`src/rtl/dcache_controller.sv`:
```
// ============================================================================
// Module   : dcache_controller
// Brief    : Direct-mapped, write-back, write-allocate data cache with a
//            block-wide req/ack memory port and a pipeline stall output.
// Revision : 1.0
// ============================================================================
`default_nettype none

module dcache_controller #(
    parameter int LINES      = 16,
    parameter int BLOCK_BITS = 256
) (
    input  logic                  clk_i,
    input  logic                  rst_i,
    input  logic [31:0]           cpu_addr_i,
    input  logic [31:0]           cpu_data_i,
    input  logic                  cpu_MemRead_i,
    input  logic                  cpu_MemWrite_i,
    output logic [31:0]           cpu_data_o,
    output logic                  cpu_stall_o,
    output logic                  mem_req_o,
    output logic                  mem_write_o,
    output logic [31:0]           mem_addr_o,
    output logic [BLOCK_BITS-1:0] mem_data_o,
    input  logic                  mem_ack_i,
    input  logic [BLOCK_BITS-1:0] mem_data_i
);

    localparam int c_OFF_W  = $clog2(BLOCK_BITS / 8);
    localparam int c_WSEL_W = $clog2(BLOCK_BITS / 32);
    localparam int c_IDX_W  = $clog2(LINES);
    localparam int c_TAG_W  = 32 - c_IDX_W - c_OFF_W;

    localparam logic [1:0] c_S_IDLE      = 2'd0;
    localparam logic [1:0] c_S_WRITEBACK = 2'd1;
    localparam logic [1:0] c_S_REFILL    = 2'd2;

    logic [1:0]            r_state;
    logic [1:0]            w_next_state;
    logic [LINES-1:0]      r_valid;
    logic [LINES-1:0]      r_dirty;
    logic [c_TAG_W-1:0]    r_tag  [LINES];
    logic [BLOCK_BITS-1:0] r_data [LINES];

    logic                  r_mem_req;
    logic                  r_mem_write;
    logic [31:0]           r_mem_addr;
    logic [BLOCK_BITS-1:0] r_mem_data;

    logic [c_WSEL_W-1:0]   w_wsel;
    logic [c_IDX_W-1:0]    w_idx;
    logic [c_TAG_W-1:0]    w_tag;
    logic [BLOCK_BITS-1:0] w_line;
    logic                  w_req;
    logic                  w_hit;
    logic                  w_miss;
    logic                  w_victim_dirty;
    logic                  w_ack;
    logic                  w_fill;
    logic                  w_write_hit;
    logic [31:0]           w_refill_addr;
    logic [31:0]           w_victim_addr;
    logic                  w_unused_addr_bits;

    assign w_wsel         = cpu_addr_i[c_OFF_W-1:2];
    assign w_idx          = cpu_addr_i[c_OFF_W +: c_IDX_W];
    assign w_tag          = cpu_addr_i[31 -: c_TAG_W];
    assign w_line         = r_data[w_idx];
    assign w_req          = cpu_MemRead_i | cpu_MemWrite_i;
    assign w_hit          = w_req & r_valid[w_idx] & (r_tag[w_idx] == w_tag);
    assign w_miss         = w_req & ~w_hit;
    assign w_victim_dirty = r_valid[w_idx] & r_dirty[w_idx];
    // An ack only counts while a request is actually outstanding
    assign w_ack          = mem_ack_i & r_mem_req;
    assign w_fill         = (r_state == c_S_REFILL) & w_ack;
    assign w_write_hit    = (r_state == c_S_IDLE) & cpu_MemWrite_i & w_hit;
    assign w_refill_addr  = {w_tag, w_idx, {c_OFF_W{1'b0}}};
    assign w_victim_addr  = {r_tag[w_idx], w_idx, {c_OFF_W{1'b0}}};
    assign w_unused_addr_bits = ^cpu_addr_i[1:0];

    assign mem_req_o   = r_mem_req;
    assign mem_write_o = r_mem_write;
    assign mem_addr_o  = r_mem_addr;
    assign mem_data_o  = r_mem_data;

    always_ff @(posedge clk_i or negedge rst_i) begin
        if (!rst_i) begin
            r_state <= c_S_IDLE;
        end else begin
            r_state <= w_next_state;
        end
    end

    always_comb begin
        w_next_state = r_state;
        case (r_state)
            c_S_IDLE: begin
                if (w_miss) begin
                    w_next_state = w_victim_dirty ? c_S_WRITEBACK : c_S_REFILL;
                end
            end
            c_S_WRITEBACK: begin
                if (w_ack) begin
                    w_next_state = c_S_REFILL;
                end
            end
            c_S_REFILL: begin
                if (w_ack) begin
                    w_next_state = c_S_IDLE;
                end
            end
            default: w_next_state = c_S_IDLE;
        endcase
    end

    always_comb begin
        cpu_stall_o = (r_state != c_S_IDLE) | w_miss;
        cpu_data_o  = 32'h0;
        if ((r_state == c_S_IDLE) && w_hit && cpu_MemRead_i && !cpu_MemWrite_i) begin
            cpu_data_o = w_line[w_wsel*32 +: 32];
        end
    end

    // Memory port registers change only on the edges that enter or leave a transfer
    always_ff @(posedge clk_i or negedge rst_i) begin
        if (!rst_i) begin
            r_mem_req   <= 1'b0;
            r_mem_write <= 1'b0;
            r_mem_addr  <= 32'h0;
            r_mem_data  <= '0;
        end else begin
            case (r_state)
                c_S_IDLE: begin
                    if (w_miss) begin
                        r_mem_req <= 1'b1;
                        if (w_victim_dirty) begin
                            r_mem_write <= 1'b1;
                            r_mem_addr  <= w_victim_addr;
                            r_mem_data  <= w_line;
                        end else begin
                            r_mem_write <= 1'b0;
                            r_mem_addr  <= w_refill_addr;
                            r_mem_data  <= '0;
                        end
                    end
                end
                c_S_WRITEBACK: begin
                    if (w_ack) begin
                        r_mem_write <= 1'b0;
                        r_mem_addr  <= w_refill_addr;
                        r_mem_data  <= '0;
                    end
                end
                c_S_REFILL: begin
                    if (w_ack) begin
                        r_mem_req   <= 1'b0;
                        r_mem_write <= 1'b0;
                        r_mem_addr  <= 32'h0;
                        r_mem_data  <= '0;
                    end
                end
                default: begin
                    r_mem_req <= 1'b0;
                end
            endcase
        end
    end

    always_ff @(posedge clk_i or negedge rst_i) begin
        if (!rst_i) begin
            r_valid <= '0;
            r_dirty <= '0;
        end else if (w_fill) begin
            r_valid[w_idx] <= 1'b1;
            r_dirty[w_idx] <= 1'b0;
        end else if (w_write_hit) begin
            r_dirty[w_idx] <= 1'b1;
        end
    end

    // Tag and data storage need no reset: the valid bits gate every use
    always_ff @(posedge clk_i) begin
        if (w_fill) begin
            r_tag[w_idx]  <= w_tag;
            r_data[w_idx] <= mem_data_i;
        end else if (w_write_hit) begin
            r_data[w_idx][w_wsel*32 +: 32] <= cpu_data_i;
        end
    end

endmodule

`default_nettype wire
```
`config.mk`:
```
export PLATFORM = sky130hd
export DESIGN_NAME = dcache_controller
export DESIGN_NICKNAME = d
export VERILOG_FILES = /design/src/rtl/dcache_controller.sv
export SDC_FILE = /design/constraint.sdc
export NUM_CORES = 2
export LEC_CHECK = 0
export ABC_CLOCK_PERIOD_IN_PS = 10600
export CORE_MARGIN = 3
export CORE_UTILIZATION = 28
export CTS_BUF_LIST = sky130_fd_sc_hd__clkbuf_16
export DETAILED_ROUTE_END_ITERATION = 10
export MAX_ROUTING_LAYER = met4
export PLACE_DENSITY_LB_ADDON = 0.1
export REMOVE_ABC_BUFFERS = 1
export SYNTH_ARGS = -nofsm -noshare
export SYNTH_HDL_FRONTEND = slang
export SYNTH_MEMORY_MAX_BITS = 65536
export SYNTH_SLANG_ARGS = --single-unit
```
`constraint.sdc`:
```
create_clock -name clk_i -period 10.6 [get_ports clk_i]
set_input_delay 2.65 -clock clk_i [delete_from_list [all_inputs] [get_ports clk_i]]
set_output_delay 2.65 -clock clk_i [all_outputs]
set_load 0.02 [all_outputs]
```
==> metrics.md <==
| Metric | Value |
|---|---|
| GRT overflow | 0 |
| Worst Path Max Fanout | 64 |
| Largest cells by area after synthesis | edfxtp_1 71%, mux4_2 17%, dfrtp_1 4.2% |
| DRC | 0 |
| Clock transition at path regs | 0.05 ns |
| Hold WC Path Type | reg -> reg |
| Layout cells sized above 1 | 29.1% |
| CTS Buffer Depth | 4 |
| Most common cell in the netlist | edfxtp_1 |
| CTS Buf Count | 559 |
| Synth top cells by count | 4464 x edfxtp_1, 1428 x mux4_2, 504 x nand2_1 |
| Avg Vias per Cell | 5.09 |
| Max_cap viols | 0 |
| RSZ-0062 raised after global routing | no |
| Via count | 98400 |
| Initial antenna violation count | 126 |
| Slew Limit Headroom | 11.6% |
| Final hold slack | 0.468 ns |
| Syn Inst Count | 8758 |
| Worst-Skew Late Latency | 1.08 ns |
| Required time of the critical path | 7.95 ns |
| Sequential Area | 142000 um^2 |
| First-pass GRT wire length | 964 mm |
| Pwr Density | 192 nW/um^2 |
| Core ar. | 669000 um^2 |
| Initial DRC Count | 11000 |
| Sink Count | 4783 |
| Final setup viols | 0 |
| Post-Syn Area | 188000 um^2 |
| Synthesized area per cell | 21.5 um^2 |
| CP arrival | 7.67 ns |
| Non-Filler Instances | 19300 |
| Buffer type at the clock tree root | clkbuf_16 |
| HPWL after detailed placement | 477 mm |
| Ports | 648 |
| CP Launch Type | input port |
| Post-CTS Setup Repair Bufs | 0 |
| Setup CP Type | in -> out |
| Dpl cells | 18200 |
| Die Span Y | 826 um |
| Period utilization | 97.4% |
| Post-route minimum period | 10.32 ns |
| Wire length per cell | 37.9 um |
| Post-synth top area cell | edfxtp_1 |
| Yosys reg bits | 4783 |
| Worst Max-Slew Pin Slew | 1.32 ns |
| Outcome | finished, final reports clean |
| Unique masters post-synth | 71 |
| Die width | 826 um |
| CP endpoint kind | output pin |
| TritonCTS clock tree | built |
| Max IR drop VDD | 252 uV |
| Number of flops mapped to enable cells by yosys | 4464 |
| Most used DFF post-synth | edfxtp_1 |
| Antenna viol nets, final | 0 |
| Clk_skew | 0.0567 ns |
| Yosys warns | 0 |
| Pre-CTS setup slack | 0.393 ns |
| LEAKAGE | 0.0723 uW |
| Area of the multi-input gates | 45000 um^2 |
| PortBufs | 640 |
| Area share of the largest cell type after synthesis | 71.2% |
| Die Area | 683000 um^2 |
| 1st-pass router iterations | 6 |
| Post-synthesis sequential area ratio | 75.4% |
| Vias in the first global route | 101000 |
| Starting density of the core | 28.2% |
| Post-route setup slack | 0.277 ns |
| Pin count of the biggest net entering global routing | 122 |
| Num rows | 300 |
| Post-CTS sizing | 0 |
| Global Route Usage Sum | 21.6% |
| Async set-reset flop share out of synthesis | 6.67% |
| Area grow syn2layout | 20.5% |
| Fmax | 0.0969 GHz |
| Layout fillers | 62900 |
| Final GP Congestion | 0.795 |
| Final #Nets | 10200 |
| Routed WL | 732 mm |
| Setup TNS | 0 ns |
| H-tree depth | 6 |
| Fin. Hold Viols | 0 |
| Hold buffers post-CTS | 0 |
| Final Max Slew Viols | 0 |
## path summary, 6_finish.rpt
kind / from / end / slack (ns) / cells past startpoint
setup / recovery: cpu_addr_i[5] / cpu_data_o[25] / 0.28 / 13
hold / removal: r_valid[11] / r_valid[11] / 0.47 / 1
setup reg to reg: r_tag[11][2] / r_data[0][135] / 4.76 / 11
hold reg to reg: r_valid[11] / r_valid[11] / 0.47 / 1
max in group asynchronous: rst_i / mem_data_o[97] / 7.29 / 3
min in group asynchronous: rst_i / mem_addr_o[10] / 1.47 / 1
## metrics by stage
step	area, um^2	power [uW]	utilization [%]
floorplan	186000	23200	-
global placement	210000	25700	31.3
detailed placement	210000	25700	31.3
CTS	227000	44000	33.9
global route	227000	44900	33.9
finish	227000	43500	33.9
## registers in the layout (all words and copies together), names as in the netlist, named ones only
signal and count:
mem_addr_o 27, mem_data_o 256, mem_req_o 1, mem_write_o 1, r_data 4096, r_state 2, r_tag 368, r_valid 16
## kinds of logic after synthesis
| group | after synthesis | synth area share (%) |
|---|---|---|
| AO/OA/AOI/OAI | 610 | 2.22 |
| XOR/XNOR | 43 | 0.200 |
| adder cells (fa/ha/maj) | 9 | 0.0598 |
| buffers and inverters | 615 | 1.44 |
| flip-flops | 4783 | 75.4 |
| multiplexers | 1600 | 18.1 |
| other | 1 | 0.00199 |
| AND/OR/NAND/NOR | 1097 | 2.56 |
## layout by cell type, fill, tap and decap left out, types with 96 or more instances in the layout
master / count
edfxtp_1: 4464
mux4_2: 1428
clkdlybuf4s50_1: 586
clkbuf_16: 576
nand2_1: 488
buf_4: 460
dfrtp_1: 319
nand3_1: 291
o2bb2ai_1: 257
inv_1: 171
o21ai_0: 154
nor2_4: 147
clkinv_1: 144
mux2i_1: 96
## power breakdown
group          switching [uW]  internal [uW]  total, uW
Clock                    7860          10400      18300
Sequential               89.3          21000      21100
Combinational            2920           1260       4180
## per-layer routing
layer	up-vias	global-route usage [%]	share of wire [%]
met5	-	-	0
met4	0	7.06	3.8
met3	865	4.29	6.7
met2	3582	34.5	48
met1	54800	27.8	41
li1	39100	-	-
## critical path, stage by stage
cell       delay (ns)
buf_16           0.31
mux4_2           0.59
mux2i_1          0.29
xnor2_1          0.15
a2111oi_0        0.89
a31oi_1          0.37
nor2_1           0.17
and4b_1          0.29
nand3b_1         0.11
buf_4            0.29
a21oi_1          0.84
buf_4            0.27
buf_12           0.11
## layout make-up
class	count	area share [%]
multi-input cells	3364	19.9
diodes	70	0.0772
flip-flops and latches	4783	62.6
repair buffers	1150	4.91
inverters	36	0.0651
clock inverters	424	1.24
clock buffers	576	6.35
well taps	8909	4.91
Note: power is estimated with default switching activity, not from simulation.
